<file path="config.mk">
export PLATFORM = sky130hd
export DESIGN_NAME = interval_tick_sequencer
export DESIGN_NICKNAME = d
export VERILOG_FILES = /design/src/rtl/interval_tick_sequencer.sv
export SDC_FILE = /design/constraint.sdc
export NUM_CORES = 1
export LEC_CHECK = 0
export CAP_MARGIN = 15
export CELL_PAD_IN_SITES_DETAIL_PLACEMENT = 1
export CELL_PAD_IN_SITES_GLOBAL_PLACEMENT = 1
export CORE_ASPECT_RATIO = 0.8
export CORE_UTILIZATION = 40
export DETAILED_ROUTE_END_ITERATION = 8
export HOLD_SLACK_MARGIN = 0.03
export PLACE_DENSITY = 0.9
export SKIP_LAST_GASP = 1
export SLEW_MARGIN = 40
export SYNTH_ARGS = -nofsm -noshare
export SYNTH_HDL_FRONTEND = slang
export SYNTH_SLANG_ARGS = --single-unit
</file>
<file path="constraint.sdc">
create_clock -name ap_clk -period 3.1 [get_ports ap_clk]
set_clock_uncertainty 0.2 [all_clocks]
set_input_delay 0.93 -clock ap_clk [delete_from_list [all_inputs] [get_ports ap_clk]]
set_output_delay 0.93 -clock ap_clk [all_outputs]
set_load 0.1 [all_outputs]
</file>
<file path="src/rtl/interval_tick_sequencer.sv">
// rtl/interval_tick_sequencer.sv - interval-timer tick to per-servo ICS command frame sequencer
//
// Ports:
//   ap_clk, ap_rst       clock, synchronous active-high reset
//   tick_i               interval-timer interrupt level (rising edge starts a frame)
//   enable_i             gates frame starts and overrun counting
//   num_servo_i[4:0]     servos per frame, latched at frame start (0 = ignore ticks)
//   cmd_valid_o/ready_i  command handshake to the ICS transaction engine
//   cmd_id_o[4:0]        servo ID of the pending command
//   cmd_last_o           pending command is the final one of the frame
//   done_i               one-cycle transaction-complete pulse
//   busy_o               frame in progress
//   frame_done_o         one-cycle pulse after the last transaction of a frame
//   frame_cnt_o[15:0]    completed frames (wrapping)
//   overrun_cnt_o[15:0]  ticks dropped while busy (saturating)
//   timeout_cnt_o[15:0]  abandoned transactions (saturating)
module interval_tick_sequencer #(
  parameter int unsigned TIMEOUT = 100000
) (
  input  logic        ap_clk,
  input  logic        ap_rst,
  input  logic        tick_i,
  input  logic        enable_i,
  input  logic [4:0]  num_servo_i,
  output logic        cmd_valid_o,
  input  logic        cmd_ready_i,
  output logic [4:0]  cmd_id_o,
  output logic        cmd_last_o,
  input  logic        done_i,
  output logic        busy_o,
  output logic        frame_done_o,
  output logic [15:0] frame_cnt_o,
  output logic [15:0] overrun_cnt_o,
  output logic [15:0] timeout_cnt_o
);

  localparam int unsigned TW = (TIMEOUT > 1) ? $clog2(TIMEOUT) : 1;
  localparam logic [TW-1:0] TO_LAST = TW'(TIMEOUT - 1);

  typedef enum logic [1:0] {S_IDLE, S_ISSUE, S_WAIT_DONE} state_e;

  state_e        state_q;
  logic          tick_q;
  logic [4:0]    n_q;
  logic [4:0]    id_q;
  logic [TW-1:0] to_cnt_q;
  logic          cmd_valid_q;
  logic          cmd_last_q;
  logic          busy_q;
  logic          frame_done_q;
  logic [15:0]   frame_cnt_q;
  logic [15:0]   overrun_cnt_q;
  logic [15:0]   timeout_cnt_q;

  logic       tick_edge;
  logic [4:0] id_d;
  logic [4:0] n_last;
  logic       to_expired;

  assign tick_edge  = tick_i & ~tick_q;
  assign id_d       = id_q + 5'd1;
  assign n_last     = n_q - 5'd1;
  assign to_expired = (to_cnt_q == TO_LAST);

  always_ff @(posedge ap_clk) begin
    if (ap_rst) begin
      state_q       <= S_IDLE;
      tick_q        <= 1'b0;
      n_q           <= '0;
      id_q          <= '0;
      to_cnt_q      <= '0;
      cmd_valid_q   <= 1'b0;
      cmd_last_q    <= 1'b0;
      busy_q        <= 1'b0;
      frame_done_q  <= 1'b0;
      frame_cnt_q   <= '0;
      overrun_cnt_q <= '0;
      timeout_cnt_q <= '0;
    end else begin
      tick_q       <= tick_i;
      frame_done_q <= 1'b0;

      // Any non-idle state drops the tick, including the frame-end cycle.
      if (tick_edge && enable_i && (state_q != S_IDLE) && (overrun_cnt_q != 16'hFFFF)) begin
        overrun_cnt_q <= overrun_cnt_q + 16'd1;
      end

      unique case (state_q)
        S_IDLE: begin
          if (tick_edge && enable_i && (num_servo_i != 5'd0)) begin
            n_q         <= num_servo_i;
            id_q        <= 5'd0;
            cmd_valid_q <= 1'b1;
            cmd_last_q  <= (num_servo_i == 5'd1);
            busy_q      <= 1'b1;
            state_q     <= S_ISSUE;
          end
        end

        S_ISSUE: begin
          if (cmd_ready_i) begin
            cmd_valid_q <= 1'b0;
            cmd_last_q  <= 1'b0;
            to_cnt_q    <= '0;
            state_q     <= S_WAIT_DONE;
          end
        end

        S_WAIT_DONE: begin
          if (done_i || to_expired) begin
            // done_i takes priority, so a coincident timeout is not counted.
            if (!done_i && (timeout_cnt_q != 16'hFFFF)) begin
              timeout_cnt_q <= timeout_cnt_q + 16'd1;
            end
            if (id_q == n_last) begin
              id_q         <= 5'd0;
              busy_q       <= 1'b0;
              frame_done_q <= 1'b1;
              frame_cnt_q  <= frame_cnt_q + 16'd1;
              state_q      <= S_IDLE;
            end else begin
              id_q        <= id_d;
              cmd_valid_q <= 1'b1;
              cmd_last_q  <= (id_d == n_last);
              state_q     <= S_ISSUE;
            end
          end else begin
            to_cnt_q <= to_cnt_q + 1'b1;
          end
        end

        default: state_q <= S_IDLE;
      endcase
    end
  end

  assign cmd_valid_o   = cmd_valid_q;
  assign cmd_id_o      = id_q;
  assign cmd_last_o    = cmd_last_q;
  assign busy_o        = busy_q;
  assign frame_done_o  = frame_done_q;
  assign frame_cnt_o   = frame_cnt_q;
  assign overrun_cnt_o = overrun_cnt_q;
  assign timeout_cnt_o = timeout_cnt_q;

endmodule

</file>
# ---- After elaboration in Yosys (flattened, before gate mapping)
# Index checks and enable logic that the tools add are counted.
dict set report op_classes {
  add_sub_neg 6
  n_eq_ne 14
  muxes 25
  bitwise 4
  n_reduce_logical 22
}
# op count
set ops {}
lappend ops {{16-bit by 1-bit adder with 16-bit output (second input constant)} 3}
lappend ops {{17-bit two-way mux} 2}
lappend ops {{17-bit one-hot mux with 2 select lines} 1}
lappend ops {{16-bit != test (second input constant)} 2}
lappend ops {{17-bit by 1-bit adder with 17-bit output (second input constant)} 1}
lappend ops {{17-bit equality test (second input constant)} 1}
lappend ops {{5-bit two-way mux} 3}
lappend ops {{3-bit AND reduction} 5}
lappend ops {{2-bit != test (second input constant)} 6}
lappend ops {{1-bit two-way mux} 11}
lappend ops {{5-bit equality test} 2}
lappend ops {{5-bit one-hot mux with 2 select lines} 1}
lappend ops {{2-bit two-way mux} 3}
lappend ops {{1-bit one-hot mux with 3 select lines} 2}
lappend ops {{2-bit one-hot mux with 3 select lines} 1}
lappend ops {{2-bit nonzero test} 3}
lappend ops {{5-bit by 1-bit adder with 5-bit output (second input constant)} 1}
lappend ops {{5-bit by 1-bit equality test with 1-bit output (second input constant)} 1}
lappend ops {{1-bit logical AND} 5}
lappend ops {{5-bit AND reduction} 1}
lappend ops {{5-bit nonzero test} 1}
lappend ops {{5-bit by 1-bit subtractor with 5-bit output (second input constant)} 1}
lappend ops {{4-bit AND reduction} 1}
lappend ops {{1-bit inverter} 3}
lappend ops {{other kinds (10)} 10}
dict set report totals {
  register_bits 82
  in_bits 11
  out_inout_bits 57
  wordCells 83
}

# ---- Logic depth before layout (Yosys ltp)
dict set report depth {
  depth_word 6
  ltp_mapped 9
  mapped_depth_nobuf 7
}

# ---- Worst setup path after synthesis
# OpenSTA, ideal clock, no wires.
dict set report synth_path {
  path_kind {reg-to-reg}
  start {register timeout_cnt_q[6], in the netlist timeout_cnt_o[6]}
  end {register timeout_cnt_q[1], in the netlist timeout_cnt_o[1]}
  setup_time_ns 0.128
  t_arrival_ns 2.685
  required_time_ns 2.772
  path_slack_ns 0.087
  path_stages_with_launch 7
  path_buffers 1
  synth_period_minus_slack_ns 3.013
  cell_sequence {dfxtp_1 -> nand4_1 -> or4_1 -> nand3_1 -> clkbuf_1 -> mux2i_1 -> nor2_1}
}
dict set report synth_via {
  elab_chain_cells 3
}
# item line
set synth_lines {}
lappend synth_lines {{start: declaration} 53} ;# logic [15:0] timeout_cnt_q;
lappend synth_lines {{start signal: assignment} 113} ;# timeout_cnt_q <= timeout_cnt_q + 16'd1;
lappend synth_lines {{16-bit != test} 112} ;# if (!done_i && (timeout_cnt_q != 16'hFFFF)) begin
lappend synth_lines {{1-bit logical AND} 112}
lappend synth_lines {{3-bit AND reduction (no source line)} n/a}
# Every way passes these cells.
# A chain may end at the register's enable or synchronous reset.

# ---- Worst setup path after layout
dict set report layout_path {
  start {register to_cnt_q[9]}
  end {register state_q[0]}
}
dict set report layout_via {
  elab_chain_cells 4
}
# item line
set layout_lines {}
lappend layout_lines {{start: declaration} 46} ;# logic [TW-1:0] to_cnt_q;
lappend layout_lines {{start signal: assignment} 128} ;# to_cnt_q <= to_cnt_q + 1'b1;
lappend layout_lines {{17-bit equality test} 63} ;# assign to_expired = (to_cnt_q == TO_LAST);
lappend layout_lines {{1-bit logical OR} 110} ;# if (done_i || to_expired) begin
lappend layout_lines {{2-bit != test (no source line)} n/a}
lappend layout_lines {{3-bit AND reduction (no source line)} n/a}
lappend layout_lines {{end signal: assignment} 67} ;# state_q <= S_IDLE;
lappend layout_lines {{end signal: assignment} 105} ;# state_q <= S_WAIT_DONE;
lappend layout_lines {{end signal: assignment} 120} ;# state_q <= S_IDLE;
lappend layout_lines {{end: declaration} 42} ;# state_e state_q;
# Every way passes these cells.

==> run metrics <==
largest area contributor in the netlist=dfxtp_1; top cells by count, synth=dfxtp_1 (82), nor2_1 (48), a21oi_1 (38); num ports=just under 70; post-synthesis sequential area ratio=a little under two fifths; Post-CTS Repair Setup Buffers=0; Post-DP HPWL=9.087 mm; Clk Latency, worst-skew pair=~0.35 ns; setup tns final=0 ns; CP startpoint kind=register; Primary FF master, synth=dfxtp_1; syn nets=526; most frequent cell after synthesis=dfxtp_1; outcome=finished, final reports clean; TritonCTS clock tree=yes; fmax=between 300 and 400 MHz; antenna-violating nets left=0; relative max-transition margin=between 60 and 70%; Max-Cap Viols=0; Slew Limit Fails=0; DRT iter0 DRCs=150; cells after synthesis=about 500; period utilization=a little over nine tenths; Worst-Margin Slew=0.5954 ns; H-tree levels=3; largest vdd supply drop=around 0.24 mV; vias in the first global route=about 4200; final setup vio count=0; nets@finish=600; Lkg Pwr=1.935 nW; Post-Synthesis Cell Area=approximately 4300 sq um; initial core utilization=41.45%; Diodes inserted=0; # port buffers=67; first-pass GRT wire length=roughly 21 mm; CTS Buf Count=9; Vias=4191; WL/cell=about 18 um; Final min period=between 2 and 3 ns; Non-Filler Instances=just over 700; Pre-Repair DR Iteration Count=4; power per cell area=between 500 and 600 nW/um^2; CTS resizes=0; FP Rows=33; share of layout cells above drive strength 1=17.70%; CTS Sinks=a little over 80; Core Box Area=10360 sq um; clock slew at reported path FFs=0.06 ns; Mean Syn Cell Area=between 8 and 9 sq um; crit path max fanout=4; synth-to-layout area growth=25.84%; placer congestion estimate=slightly above 0.8; Seq cells post-synth=82; antenna violations before repair=0; slowest cell delay on critical path=~0.66 ns; hold buffer count at CTS=0; CP cell instances=or4bb_1, o41ai_2, nand3_1, or4b_2, a31oi_1; Die Area=around 11000 sq um; asr flop ratio synth=0%; CP arrival=2.99 ns; largest net degree at the start of global routing=32; chip height=~95 um; total gr overflow=0; Hold Crit Class=register to register; Detailed Route WL=roughly 13 mm; DRC Markers=0; Register Area=roughly 1600 sq um; RSZ-0062 raised after global routing=false; cell area after layout=roughly 5400 sq um; WS Path Type=register to register; Worst path slowest cell=or4b_2; footprint of the multi-input gates=~2500 sq um; final hold violation count=0; placed insts=707; vias per cell=between 5 and 6; Clock Path Buffers=2; Post-DP Area=5050 sq um; Clock Root Buffer=clkbuf_16; Yosys warning count=0; R2R setup slack=between 0.15 and 0.2 ns; total track usage=23.51%; Post-synth EDFFs=0; Netlist cell types=48; crit end category=register; Filler cells=approximately 1200; die width=approximately 120 um; Critical Path RT=between 3 and 4 ns; top cells by area, synth=dfxtp_1 (38%), xnor2_1 (7.1%), a21oi_1 (4.4%); Design Power=roughly 3.1 mW; share of the synthesized area in the top cell type=38.22%
==> critical path: cells and delay by family, from the launching register on <==
kind / cells / cell delay, ns
compound gates: 2 / 0.69
flops: 1 / 0.39
simple gates: 3 / 1.57
==> flip-flops by register name (all words and copies together), names as in the netlist <==
name / cells
to_cnt_q: 17
frame_cnt_o: 16
overrun_cnt_o: 16
timeout_cnt_o: 16
cmd_id_o: 5
n_q: 5
state_q: 2
busy_o: 1
cmd_last_o: 1
cmd_valid_o: 1
frame_done_o: 1
tick_q: 1
==> report_power, final <==
group | total, mW | switching, mW | internal (mW) | leakage (nW)
clock network | 1.30 | 0.443 | 0.861 | 0.175
logic | 0.675 | 0.457 | 0.218 | 1.10
registers | 1.12 | 0.0346 | 1.09 | 0.662
total | 3.10 | 0.934 | 2.17 | 1.94
==> per-stage QoR <==
step           worst slack (ns)  hold WS [ns]  utilization, %
3_5_place_dp            0.02287        0.2788           48.73
2_1_floorplan           0.08747        0.2494               -
6_report                 0.1866        0.2887           52.15
4_1_cts                  0.1821        0.2924           52.15
3_3_place_gp            0.04455        0.2629           48.73
5_1_grt                  0.1043        0.3150           52.15
==> layer usage <==
layer / global-route usage [%] / share of wire, % / up-vias
met4: 9.402 / 1.6 / 0
met3: 5.072 / 3.5 / 18
met2: 40.29 / 49 / 77
li1: - / - / 2005
met5: 0 / 0 / -
met1: 28.95 / 46 / 2091
==> kinds of logic (layout without fill, tap and decap cells) <==
kind of cell    Yosys count  in the layout  synth area share (%)
simple gates            219            219                 28.34
compound gates           96             96                 14.83
flops                    82             82                 38.22
xor+xnor                 48             48                 10.11
buf+inv                  41            119                 3.583
fa+ha+maj                11             11                 3.204
mux                       7              7                 1.719
==> final timing paths <==
kind,startpoint,endpoint,cells after the start
worst min-delay path,frame_cnt_o[15],frame_cnt_o[15],2
worst max-delay path,to_cnt_q[9],state_q[0],5
worst max register to register,to_cnt_q[9],state_q[0],5
worst min register to register,frame_cnt_o[15],frame_cnt_o[15],2
==> placed cells by master, fill, tap and decap left out, drive strengths merged, types with 9 or more instances in the layout <==
cell           netlist  routed
nand2               30      30
nand4               21      21
inv                 18      18
ha                  11      11
xnor2               35      35
nand3               31      31
nor2                48      48
o31ai               14      14
clkbuf              21       9
dfxtp               82      82
buf                  2      77
a2111oi             11      11
or4                 17      17
and3                10      10
xor2                12      12
or3                 15      15
a21oi               38      38
o21ai               14      14
clkdlybuf4s50        0       9
==> area by class of cell <==
class | count | share of cell area (%)
multi-input combinational | 381 | 46.25
sequential | 82 | 30.37
timing repair buffer | 86 | 12.31
clock buffer | 9 | 4.167
tap | 140 | 3.241
clock inverter | 6 | 2.407
inverter | 18 | 1.250
Power figures use the tool's default switching activity.
